--- config.mk ---
export PLATFORM = sky130hd
export DESIGN_NAME = uart_tx_fifo_flat
export DESIGN_NICKNAME = d
export VERILOG_FILES = /design/src/rtl/uart_tx_fifo_pkg.sv /design/src/rtl/uart_tx_fifo_if.sv /design/src/rtl/uart_tx_fifo_sync_fifo.sv /design/src/rtl/uart_tx_fifo.sv /design/src/flat_wrapper.sv
export SDC_FILE = /design/constraint.sdc
export NUM_CORES = 1
export LEC_CHECK = 0
export CORE_ASPECT_RATIO = 1.5
export CORE_MARGIN = 1.5
export CORE_UTILIZATION = 54
export CTS_CLUSTER_SIZE = 14
export DETAILED_ROUTE_END_ITERATION = 8
export PLACE_DENSITY = 0.76
export RECOVER_POWER = 100
export SLEW_MARGIN = 5
export SYNTH_ARGS = -nofsm -noshare
export SYNTH_HDL_FRONTEND = slang
export SYNTH_HIERARCHICAL = 1
export SYNTH_SLANG_ARGS = --single-unit
--- constraint.sdc ---
create_clock -name clk -period 2.2 [get_ports clk]
set_input_delay 0.33 -clock clk [delete_from_list [all_inputs] [get_ports clk]]
set_output_delay 0.33 -clock clk [all_outputs]
set_load 0.02 [all_outputs]
--- src/rtl/uart_tx_fifo_pkg.sv ---
// Shared UART byte width and transmit-side FSM encodings.
// Imported by the FIFO, the top and anything sharing the uart_tx states.
package uart_tx_fifo_pkg;

   localparam int UART_DATA_W = 8;

   typedef enum logic [1:0] {
      IDLE      = 2'd0,
      START     = 2'd1,
      WAIT_DONE = 2'd2
   } tx_state_e;

endpackage

--- src/rtl/uart_tx_fifo_if.sv ---
// Host write port plus uart_tx handshake for the transmit FIFO.
// The master drives bytes and tx_busy; the slave is the FIFO block.
interface uart_tx_fifo_if #(
   parameter int DATA_W = 8,
   parameter int ADDR_W = 4
);

   logic              wr_en;
   logic [DATA_W-1:0] wr_data;
   logic              full;
   logic              empty;
   logic [ADDR_W:0]   count;
   logic              overflow;
   logic              clr_ovf;
   logic              tx_start;
   logic [DATA_W-1:0] tx_data;
   logic              tx_busy;

   modport master (
      output wr_en, wr_data, clr_ovf, tx_busy,
      input  full, empty, count, overflow, tx_start, tx_data
   );

   modport slave (
      input  wr_en, wr_data, clr_ovf, tx_busy,
      output full, empty, count, overflow, tx_start, tx_data
   );

endinterface

--- src/rtl/uart_tx_fifo_sync_fifo.sv ---
// Synchronous FIFO: storage, extended pointers, registered full/empty,
// occupancy count and a sticky overflow flag.
module uart_tx_fifo_sync_fifo #(
   parameter int DATA_W = 8,
   parameter int ADDR_W = 4
) (
   input  logic              clk,
   input  logic              rst_n,
   input  logic              wr_en,
   input  logic [DATA_W-1:0] wr_data,
   input  logic              rd_en,
   output logic [DATA_W-1:0] rd_data,
   input  logic              clr_ovf,
   output logic              full,
   output logic              empty,
   output logic [ADDR_W:0]   count,
   output logic              overflow
);

   localparam int DEPTH = 2 ** ADDR_W;

   logic [DATA_W-1:0] mem [DEPTH];
   logic [ADDR_W:0]   wr_ptr;
   logic [ADDR_W:0]   rd_ptr;
   logic [ADDR_W:0]   wr_ptr_nx;
   logic [ADDR_W:0]   rd_ptr_nx;
   logic              wr_ok;
   logic              rd_ok;

   // Full is judged on the registered flag, so a pop never frees room
   // for a write landing in the same cycle.
   assign wr_ok = wr_en & ~full;
   assign rd_ok = rd_en & ~empty;

   assign wr_ptr_nx = wr_ptr + {{ADDR_W{1'b0}}, wr_ok};
   assign rd_ptr_nx = rd_ptr + {{ADDR_W{1'b0}}, rd_ok};

   assign rd_data = mem[rd_ptr[ADDR_W-1:0]];
   assign count   = wr_ptr - rd_ptr;

   always_ff @(posedge clk) begin
      if (wr_ok) begin
         mem[wr_ptr[ADDR_W-1:0]] <= wr_data;
      end
   end

   always_ff @(posedge clk or negedge rst_n) begin
      if (!rst_n) begin
         wr_ptr   <= '0;
         rd_ptr   <= '0;
         full     <= 1'b0;
         empty    <= 1'b1;
         overflow <= 1'b0;
      end else begin
         wr_ptr <= wr_ptr_nx;
         rd_ptr <= rd_ptr_nx;
         full   <= (wr_ptr_nx[ADDR_W] != rd_ptr_nx[ADDR_W]) &&
                   (wr_ptr_nx[ADDR_W-1:0] == rd_ptr_nx[ADDR_W-1:0]);
         empty  <= (wr_ptr_nx == rd_ptr_nx);
         if (wr_en && full) begin
            overflow <= 1'b1;
         end else if (clr_ovf) begin
            overflow <= 1'b0;
         end
      end
   end

endmodule

--- src/rtl/uart_tx_fifo.sv ---
// Byte buffer ahead of uart_tx: pops one byte per frame, raises tx_start
// and holds it until uart_tx reports busy, then waits for the frame end.
module uart_tx_fifo
   import uart_tx_fifo_pkg::*;
#(
   parameter int DATA_W = UART_DATA_W,
   parameter int ADDR_W = 4
) (
   input  logic           clk,
   input  logic           rst_n,
   uart_tx_fifo_if.slave  bus
);

   tx_state_e         state_q;
   tx_state_e         state_d;
   logic              pop;
   logic              tx_start_q;
   logic              tx_start_d;
   logic [DATA_W-1:0] tx_data_q;
   logic [DATA_W-1:0] rd_data;
   logic              fifo_empty;

   uart_tx_fifo_sync_fifo #(
      .DATA_W (DATA_W),
      .ADDR_W (ADDR_W)
   ) u_fifo (
      .clk      (clk),
      .rst_n    (rst_n),
      .wr_en    (bus.wr_en),
      .wr_data  (bus.wr_data),
      .rd_en    (pop),
      .rd_data  (rd_data),
      .clr_ovf  (bus.clr_ovf),
      .full     (bus.full),
      .empty    (fifo_empty),
      .count    (bus.count),
      .overflow (bus.overflow)
   );

   assign bus.empty    = fifo_empty;
   assign bus.tx_start = tx_start_q;
   assign bus.tx_data  = tx_data_q;

   always_ff @(posedge clk or negedge rst_n) begin
      if (!rst_n) begin
         state_q    <= IDLE;
         tx_start_q <= 1'b0;
      end else begin
         state_q    <= state_d;
         tx_start_q <= tx_start_d;
      end
   end

   // A busy line already high on entering START counts as the ack.
   always_comb begin
      state_d = state_q;
      unique case (state_q)
         IDLE:      if (!fifo_empty) state_d = START;
         START:     if (bus.tx_busy) state_d = WAIT_DONE;
         WAIT_DONE: if (!bus.tx_busy) state_d = IDLE;
         default:   state_d = IDLE;
      endcase
   end

   always_comb begin
      pop        = (state_q == IDLE) && !fifo_empty;
      tx_start_d = (state_d == START);
   end

   // Loaded only on a pop, so it stays put for the whole frame.
   always_ff @(posedge clk or negedge rst_n) begin
      if (!rst_n) begin
         tx_data_q <= '0;
      end else if (pop) begin
         tx_data_q <= rd_data;
      end
   end

endmodule

--- src/flat_wrapper.sv ---
// flat-port wrapper written by rule: the top's interface ports become plain ports
module uart_tx_fifo_flat import uart_tx_fifo_pkg::*;
#(
   parameter int DATA_W = UART_DATA_W,
   parameter int ADDR_W = 4
)
  (clk, rst_n, bus_wr_en, bus_wr_data, bus_clr_ovf, bus_tx_busy, bus_full, bus_empty, bus_count, bus_overflow, bus_tx_start, bus_tx_data);
  uart_tx_fifo_if #(.DATA_W(DATA_W), .ADDR_W(ADDR_W)) bus_i ();
  input  logic clk;
  input  logic rst_n;
  input wire logic [$bits(bus_i.wr_en)-1:0] bus_wr_en;
  input wire logic [$bits(bus_i.wr_data)-1:0] bus_wr_data;
  input wire logic [$bits(bus_i.clr_ovf)-1:0] bus_clr_ovf;
  input wire logic [$bits(bus_i.tx_busy)-1:0] bus_tx_busy;
  output wire logic [$bits(bus_i.full)-1:0] bus_full;
  output wire logic [$bits(bus_i.empty)-1:0] bus_empty;
  output wire logic [$bits(bus_i.count)-1:0] bus_count;
  output wire logic [$bits(bus_i.overflow)-1:0] bus_overflow;
  output wire logic [$bits(bus_i.tx_start)-1:0] bus_tx_start;
  output wire logic [$bits(bus_i.tx_data)-1:0] bus_tx_data;
  assign bus_i.wr_en = bus_wr_en;
  assign bus_i.wr_data = bus_wr_data;
  assign bus_i.clr_ovf = bus_clr_ovf;
  assign bus_i.tx_busy = bus_tx_busy;
  assign bus_full = bus_i.full;
  assign bus_empty = bus_i.empty;
  assign bus_count = bus_i.count;
  assign bus_overflow = bus_i.overflow;
  assign bus_tx_start = bus_i.tx_start;
  assign bus_tx_data = bus_i.tx_data;
  uart_tx_fifo #(.DATA_W(DATA_W), .ADDR_W(ADDR_W)) u_core (.clk(clk), .rst_n(rst_n), .bus(bus_i));
endmodule
== Word level (Yosys, flattened, before mapping) ==
Memory sizes are Yosys's and may differ from the RTL's. A register that Yosys moved wholly into a read port is not among the register bits.
Cells that the tools add are included.

* Add/subtract/negate cells: 3
* Equality and inequality tests: 6
* Muxes and demuxes: 8
* Bitwise gates (word level): 4
* Reductions and logical operators: 7

{| class="wikitable"
|+ Operators with widths
! kind !! number
|-
| 5-bit by 1-bit adder with 5-bit output || 2
|-
| 2-bit 2-to-1 mux || 3
|-
| 2-bit case mux with 3 select lines || 1
|-
| 5-bit == test || 1
|-
| 5-bit subtractor || 1
|-
| 2-bit by 1-bit == test with 1-bit output (second input constant) || 2
|-
| 4-bit == test || 1
|-
| 1-bit 2-to-1 mux || 4
|-
| 1-bit logical AND || 3
|-
| 1-bit AND || 2
|-
| 2-bit == test (second input constant) || 1
|-
| 1-bit logical NOT || 2
|-
| 2-bit logical NOT || 1
|-
| 1-bit NOT || 2
|-
| 2-bit nonzero test || 1
|-
| 1-bit != test || 1
|}

* Register bits: 16
* Bits in writable memories: 128
* Input bits: 13
* Output and inout bits: 17
* Memories kept: 1

{| class="wikitable"
|+ Memory list
! memory !! depth !! width !! read ports !! clocked after Yosys merged registers in !! wr ports !! line !! RTL
|-
| u_core.u_fifo.mem || 16 || 8 || 1 || 1 || 1 || uart_tx_fifo_sync_fifo.sv:22 || <nowiki>logic [DATA_W-1:0] mem [DEPTH];</nowiki>
|}

== Logic depth before layout (Yosys ltp) ==
Gate-level depths: netlist of run 1.

* Word-level depth: 6
* Depth in mapped cells: 8

== By module ==
The synthesis of run 1 kept the hierarchy.

{| class="wikitable"
|+ By module, submodules not included
! module !! instances !! cells each !! area an instance (um2) !! sequential area each (um2)
|-
| uart_tx_fifo_sync_fifo || 1 || 291 || 5660.4 || 4170.2
|-
| uart_tx_fifo || 1 || 25 || 417.9 || 275.3
|}

== Least setup slack after synthesis of run 1 ==
Ideal clock, no wire load.

* Path type: reg2out
* From: register u_core.u_fifo.rd_ptr[1]
* To: output bus_count[3]
* Arrival: 1925 ps
* Data required time: 1870 ps
* Slack: -55 ps
* Cell stages (with the launch flop): 8
* Buffers on the path: 2
* Cell sequence: dfrtp_1 clkbuf_1 clkbuf_1 inv_1 ha_1 a21o_1 a21oi_1 xnor2_1

* Cells in the longest elaborated chain, start to end: 1

{| class="wikitable"
|+ RTL lines
! what !! line !! RTL
|-
| start, declared || uart_tx_fifo_sync_fifo.sv:24 || <nowiki>logic [ADDR_W:0] rd_ptr;</nowiki>
|-
| start signal, assigned || uart_tx_fifo_sync_fifo.sv:56 || <nowiki>rd_ptr <= rd_ptr_nx;</nowiki>
|-
| 5-bit subtractor || uart_tx_fifo_sync_fifo.sv:39 || <nowiki>assign count = wr_ptr - rd_ptr;</nowiki>
|-
| end, declared || flat_wrapper.sv:17 || <nowiki>output wire logic [$bits(bus_i.count)-1:0] bus_count;</nowiki>
|}

No other way between the ends.

== Worst setup path in the final report of run 1 ==
* From: register u_core.u_fifo.rd_ptr[0]
* To: output bus_count[4]

The elaborated chain is that of the path after synthesis.

==> results.tsv, run 1 <==
stage	metric	value	unit
run_status	status	complete, but fails checks	
run_status	violations	negative setup slack	
power	p_comb_frac	0.399	
setup_path	reg2reg_from	u_core/u_fifo/full$_DFF_PN0_	
placement	placed_cell_area	6890	um2
sta	maxSlewHeadroom	0.157	
synth	yosysWarnings	6	
worst_hold_path	whs_endpoint	u_core/u_fifo/overflow$_DFFE_PN0P_	
synth	syn_inst	316	
worst_hold_path	hold_path.class	input pin to flop	
clocking	cts_tree	built	
die	rows	47	
routing	drc_errors	0	
setup_path	critPathCaptureType	primary output	
setup_path	critPathKind	flop to primary output	
die	core_area	11000	um2
synth	synth.yosys.seq_area_share	0.731	
final_layout	design_area	7430	um2
die	start_util	0.553	
grt	grt_first_pass_wirelength	18300	um
placement	dp.cells	533	
clocking	clock_latency	410	ps
final_layout	finalNonFillerCells	566	
routing	viasPerCell	5.62	
sta	slew_violations	0	
setup_path	cp_num_buf_inv	2	
worst_hold_path	worstHoldStart	bus_clr_ovf	
sta	finalClockSkew	6.03	ps
clocking	clk_pin_slew	60	ps
synth	syn_avg_cell_area	19.2	um2
power	p_int	7.40	mW
sta	tightest_slew	1260	ps
synth	ys_ff_latch	152	
setup_path	cp-startpoint	u_core/u_fifo/rd_ptr[0]$_DFF_PN0_	
grt	grt_overflow	0	
clocking	clockBufferDepth	2	
clocking	cts_root_buf	clkbuf_16	
clocking	h-tree-depth	4	
setup_path	timing.critical_path.cells	ha_4 > fa_2 > inv_1 > a21o_1 > a21oi_2 > xnor2_1 > buf_4	
clocking	cts.sinks	152	
synth	synth_top_area_frac	0.632	
routing	ant_nets	0	
sta	hold_viol	0	
placement	pre_cts_ws	-375	ps
synth	netlist_area	6080	um2
grt	grt_start_max_net_pins	25	
grt	track_usage	0.221	
routing	vias	3183	
power	ir_worst_vdd	0.000575	V
worst_hold_path	hold_path_depth	2	
grt	antenna_found_initial	0	
setup_path	worstPathMaxFanout	2	
final_layout	n_antenna_cell	0	
sta	setup_viol	1	
power	pwr-share-seq	0.346	
setup_path	cp-start-kind	flop	
final_layout	final_nets	428	
placement	place_congestion	0.893	
routing	firstDrtPassIters	5	
routing	wire_per_inst	21.1	um
job	cap_violations	0	
setup_path	r2r_cells	8	
setup_path	reg2reg_to	u_core/u_fifo/full$_DFF_PN0_	
final_layout	drive_gt1_frac	0.282	
grt	grt_pass1_vias	3390	
power	p_switching	3.62	mW
sta	timing.final.crit_share	1.02	
clocking	numCtsBuffers	17	
setup_path	path_delay_family	adder cells	
placement	portBuffers	29	
power	switching_share	0.328	
routing	drt-total-wl	11900	um
setup_path	r2r_slack	10	ps
routing	drtIter0Drc	288	
placement	dp_hpwl	8350	um
clocking	cts-hold-fix-buffers	0	
power	cellPowerDensity	1480	nW/um2
final_layout	syn_to_final_growth	22.2	%
die	pin_count	30	
setup_path	crit_required	1870	ps
setup_path	arrival	1920	ps
synth	yosysTopAreaCell	edfxtp_1	
die	die_w	89.6	um
die	die_y	133	um
sta	worst_slack	-49.8	ps
sta	fmax	444	MHz
sta	rsz0062_at_grt	yes	
setup_path	slowest_delay	430	ps
setup_path	slowest_stage	dfrtp_2	
sta	finalCriticalPeriod	2250	ps
synth	yosysUniqueCellTypes	33	
power	clockPowerShare	0.255	
synth	synth_area_leaders	edfxtp_1 (63%), mux4_2 (12%), dfrtp_1 (9.5%), a22oi_1 (2.0%), ha_1 (1.6%)	
power	power.leakage	2.63	nW
die	die_area	11900	um2
synth	synth_nets	338	
==> synth_stat cells <==
master    number
a211oi_1       2
a21o_1         2
a21oi_1        2
a22oi_1       16
and2_1         1
buf_12         1
buf_2          3
buf_6          1
clkbuf_1       6
dfrtp_1       23
dfstp_2        1
edfxtp_1     128
fa_1           1
ha_1           8
inv_1         13
mux2_2         8
mux4_2        32
nand2_1       15
nand2b_1       1
nand3_1        4
nand4_1        1
nor2_1        18
nor2b_1        2
nor3_1         5
nor3_4         1
nor3b_1        1
o21ai_0        1
or3_1          1
or3_2          1
xnor2_1        8
xnor3_1        1
xor2_1         7
xor2_4         1
==> power by group through the flow <==
stage | sequential [mW] | clock [mW] | combinational (mW)
after global placement | 3.84 | 0 | 4.32
after global routing | 3.86 | 2.96 | 4.70
after floorplan | 3.99 | 0 | 2.54
after CTS | 3.82 | 2.85 | 4.41
after detailed placement | 3.87 | 0 | 4.42
final | 3.81 | 2.81 | 4.40
==> layout by cell type (no fill, tap or decap), drive strengths merged, types with 2 or more instances in the layout <==
cell type	netlist	final
a21o	2	2
ha	8	8
dfrtp	23	23
clkinv	0	6
or3	2	2
mux2	8	8
xor2	8	8
nor2	18	18
a211oi	2	2
a22oi	16	16
nand2	15	15
dlygate4sd3	0	21
clkdlybuf4s50	0	4
buf	5	26
nor3	6	6
clkbuf	6	53
nand3	4	4
a21oi	2	2
nor2b	2	2
mux4	32	32
edfxtp	128	128
inv	13	17
xnor2	8	8
==> state kept, by name, summed over array words and instances, names as in the netlist <==
name / flops
u_core/bus.tx_data: 8
u_core/bus.tx_start: 1
u_core/state_q: 2
u_core/u_fifo/empty: 1
u_core/u_fifo/full: 1
u_core/u_fifo/mem: 128
u_core/u_fifo/overflow: 1
u_core/u_fifo/rd_ptr: 5
u_core/u_fifo/wr_ptr: 5
==> metal layers <==
layer  global-route usage  routed length [um]  up-vias
met5                    0                   0        -
met4                0.115                 412        0
met3               0.0518                 505       23
met2                0.380                6660      100
met1                0.249                4360     1637
li1                     -                   -     1423
==> worst reg2reg max path: stages (launching register included) <==
cell      delay, ps
dfrtp_2         390
nand2b_1        170
inv_1            90
ha_1            220
ha_4            180
xor2_4          160
xnor3_1         320
or3_4           400
nor3_1          170
==> cells by family after synthesis <==
family,after synthesis,synth area share
and+or+nand+nor,51,0.0391
AOI/OAI and AO/OA,23,0.0272
buffers and inverters,24,0.0193
adders and majority gates,9,0.0198
muxes,40,0.133
DFF,152,0.731
xor gates and xnor gates,17,0.0298
==> metrics by stage <==
step	hold slack [ps]	utilization	setup TNS [ps]	power [mW]
final	491	0.676	-49.8	11.0
after global routing	492	0.676	-310	11.5
after global placement	496	0.626	-726	8.16
after floorplan	34.4	-	0	6.53
after CTS	269	0.682	-59.1	11.1
after detailed placement	496	0.626	-1050	8.29
==> timing repair <==
item                       4_1_cts  5_1_grt
setup endpoints to repair        7        8
resized for setup               26       10
pin swaps                        1        6
buffers inserted                 0        2
==> final cells by class <==
class	count	area, um2
flip-flops and latches	152	4450
fillers	723	3570
multi-input cells	140	1560
repair buffers	82	592
clock buffers	22	518
well taps	147	184
clock inverters	10	78.8
inverters	13	48.8
==> how the worst max path moves through the flow <==
stage / endpoint / cells after the start / slack, ps
6_report: bus_count[4] / 7 / -50
5_1_grt: bus_count[4] / 7 / -120
4_1_cts: bus_count[4] / 8 / -60
3_5_place_dp: u_core/u_fifo/empty$_DFF_PN1_ / 9 / -380
3_3_place_gp: u_core/u_fifo/empty$_DFF_PN1_ / 9 / -310
2_1_floorplan: u_core/u_fifo/empty$_DFF_PN1_ / 8 / 10
Note: power is estimated with default switching activity, not from simulation.
==> run 2, diff against run 1 <==
--- a/config.mk
+++ b/config.mk
@@ -6,7 +6,7 @@
 export NUM_CORES = 1
 export LEC_CHECK = 0
 export CORE_ASPECT_RATIO = 1.5
-export CORE_MARGIN = 1.5
+export CORE_MARGIN = 3
 export CORE_UTILIZATION = 54
 export CTS_CLUSTER_SIZE = 14
 export DETAILED_ROUTE_END_ITERATION = 8
==> run 2 against run 1 <==
Net effect:
- worst hold slack about the same
- the run still ends with negative setup slack left
- largest power group unchanged
- count of clock-buffer cells in the layout decreased by 3
- critical endpoint is now u_core/u_fifo/full$_DFF_PN0_
- critical path depth is 1 higher
- global-route usage rose by 0.56 points
- first-iteration DRC count increased by 13%
- core utilization is 2.6 points higher
- clock power is 2% higher
- clock skew down 1.2 ps
==> results.tsv, run 2 (synthesized netlist as in run 1, its figures left out) <==
stage	metric	value	unit	change
run_status	status	complete, but fails checks		
run_status	violations	negative setup slack		
grt	grt_start_max_net_pins	37		+48%
placement	place_congestion	0.970		+8.7%
routing	vias	3337		+4.8%
die	core_area	10800	um2	-2.1%
grt	grt_pass1_vias	3654		+7.8%
setup_path	cp-start-kind	flop		
power	pwr-share-seq	0.334		-0.012
routing	drt-total-wl	13200	um	+11%
placement	dp_hpwl	8040	um	-3.7%
grt	antenna_found_initial	0		unchanged
clocking	cts_tree	built		
final_layout	largest_reg_flops	128		unchanged
sta	timing.final.crit_share	1.07		+0.0433
setup_path	critPathCaptureType	flop		
die	start_util	0.565		+0.0120
power	ir_worst_vdd	0.000648	V	+13%
die	rows	46		-2.1%
final_layout	final_nets	428		unchanged
sta	slew_violations	0		unchanged
die	die_y	136	um	+2.3%
routing	drtIter0Drc	325		+13%
die	die_w	92.6	um	+3.3%
setup_path	worstPathMaxFanout	2		unchanged
final_layout	mostFrequentLayoutCell	edfxtp_1		
setup_path	arrival	2660	ps	+740 ps
clocking	cts_root_buf	clkbuf_16		
routing	viasPerCell	5.93		+5.4%
final_layout	final_util	0.702		+0.0260
placement	pre_cts_ws	-377	ps	-1.50 ps
final_layout	drive_gt1_frac	0.327		+0.0453
power	p_int	7.59	mW	+2.5%
setup_path	timing.critical_path.cells	nor3_4 > nor2b_1 > clkbuf_1 > ha_1 > xor2_2 > xor2_1 > or3_4 > nor3_1		
clocking	h-tree-depth	4		unchanged
sta	fin_tns_setup	-308	ps	-258 ps
sta	fmax	426	MHz	-4.1%
routing	drc_errors	0		unchanged
sta	hold_viol	0		unchanged
setup_path	crit_required	2510	ps	+640 ps
power	clockPowerShare	0.253		-0.002
final_layout	syn_to_final_growth	24.2	%	
final_layout	n_antenna_cell	0		unchanged
clocking	clock_latency	420	ps	about the same
sta	hold_ws	490	ps	-0.460 ps
job	cap_violations	0		unchanged
grt	grt_first_pass_wirelength	20400	um	+11%
sta	finalCriticalPeriod	2350	ps	+95.4 ps
clocking	clk_pin_slew	60	ps	about the same
worst_hold_path	hold_path.class	input pin to flop		
sta	finalClockSkew	4.84	ps	-1.18 ps
die	die_area	12600	um2	+5.7%
die	pin_count	30		unchanged
grt	track_usage	0.227		+0.00559
power	switching_share	0.334		+0.00589
sta	worst_slack	-145	ps	-95.4 ps
routing	firstDrtPassIters	5		unchanged
final_layout	final_cell_mix	edfxtp_1 (128), buf_4 (42), mux4_2 (32)		
sta	maxSlewHeadroom	0.136		-0.0210
routing	ant_nets	0		unchanged
sta	rsz0062_at_grt	yes		
grt	grt_overflow	0		unchanged
sta	tightest_slew	1300	ps	+31.5 ps
routing	wire_per_inst	23.5	um	+11%
placement	portBuffers	29		unchanged
power	p_comb_frac	0.413		+0.014
setup_path	slowest_stage	dfrtp_1		
power	p_switching	3.81	mW	+5.3%
power	cellPowerDensity	1510	nW/um2	+1.8%
clocking	clockBufferDepth	2		unchanged
setup_path	slowest_delay	410	ps	-20 ps
placement	placed_cell_area	6870	um2	-0.27%
setup_path	critPathKind	flop to flop		
final_layout	design_area	7550	um2	+1.6%
clocking	cts-hold-fix-buffers	0		unchanged
clocking	cts.sinks	152		unchanged
power	power.leakage	2.70	nW	+2.6%
sta	setup_viol	3		+2
clocking	numCtsBuffers	17		unchanged
-- run 2: changes by cell type in the layout (fill, tap and decap cells not counted), sizes merged --
cell           delta
clkdlybuf4s50    +12
inv               +1
clkbuf           -23
clkinvlp          +1
dlygate4sd3      -12
buf              +20
bufinv            +1
-- run 2: path summary, 6_finish.rpt --
check	endpoint	startpoint	slack (ps)	depth (start not counted)
max	u_core/u_fifo/full$_DFF_PN0_	u_core/state_q[1]$_DFF_PN0_	-150	8
min	u_core/u_fifo/overflow$_DFFE_PN0P_	bus_clr_ovf	490	2
max reg2reg	u_core/u_fifo/full$_DFF_PN0_	u_core/state_q[1]$_DFF_PN0_	-150	8
min reg2reg	u_core/bus.tx_data[1]$_DFFE_PN0P_	u_core/bus.tx_data[1]$_DFFE_PN0P_	510	1
max in group asynchronous	u_core/u_fifo/full$_DFF_PN0_	rst_n	620	2
min in group asynchronous	u_core/u_fifo/rd_ptr[1]$_DFF_PN0_	rst_n	720	2
-- run 2: what timing repair did --
| action | in CTS | in global routing |
|---|---|---|
| gates cloned | 1 | 0 |
| pin swaps | 3 | 4 |
| gates resized for setup | 26 | 14 |
| buffers inserted | 2 | 0 |
| hold endpoints to repair | 0 | 0 |
| endpoints found under the setup margin | 7 | 12 |
-- run 2: worst max-delay path: cells and delay by family (launching register included) --
family	cells	cell delay, ps
simple gates	4	980
flops	1	410
xor+xnor	2	380
fa+ha+maj	1	240
buf+inv	1	230
-- run 2: area by class of cell --
cell class	instances	area, um2
well taps	144	180
clock buffers	19	475
clock inverters	13	131
repair buffers	82	693
multi-input cells	140	1570
inverters	13	48.8
fillers	680	3210
flip-flops and latches	152	4450
-- run 2: power groups by stage --
stage	clock, mW	combinational [mW]	sequential (mW)
after floorplan	0	2.54	3.99
after global placement	0	4.29	3.83
after detailed placement	0	4.38	3.86
after CTS	2.92	4.56	3.81
after global routing	3.04	4.98	3.86
final	2.88	4.70	3.81
-- run 2: through the flow --
stage,power [mW],std cells
floorplan,6.53,316
global placement,8.12,528
detailed placement,8.24,528
CTS,11.3,563
global route,11.9,563
finish,11.4,563
-- run 2: metal layers --
metal | vias up | part of all wire | GRT usage
li1 | 1429 | - | -
met1 | 1663 | 0.33 | 0.246
met2 | 186 | 0.55 | 0.403
met3 | 59 | 0.067 | 0.0598
met4 | 0 | 0.056 | 0.123
met5 | - | 0 | 0
==> run 3, diff against run 2 <==
--- a/config.mk
+++ b/config.mk
@@ -5,6 +5,7 @@
 export SDC_FILE = /design/constraint.sdc
 export NUM_CORES = 1
 export LEC_CHECK = 0
+export CAP_MARGIN = 20
 export CORE_ASPECT_RATIO = 1.5
 export CORE_MARGIN = 3
 export CORE_UTILIZATION = 54
==> results of run 3 <==
Final layout, timing and power as in run 2 (identical DEF).
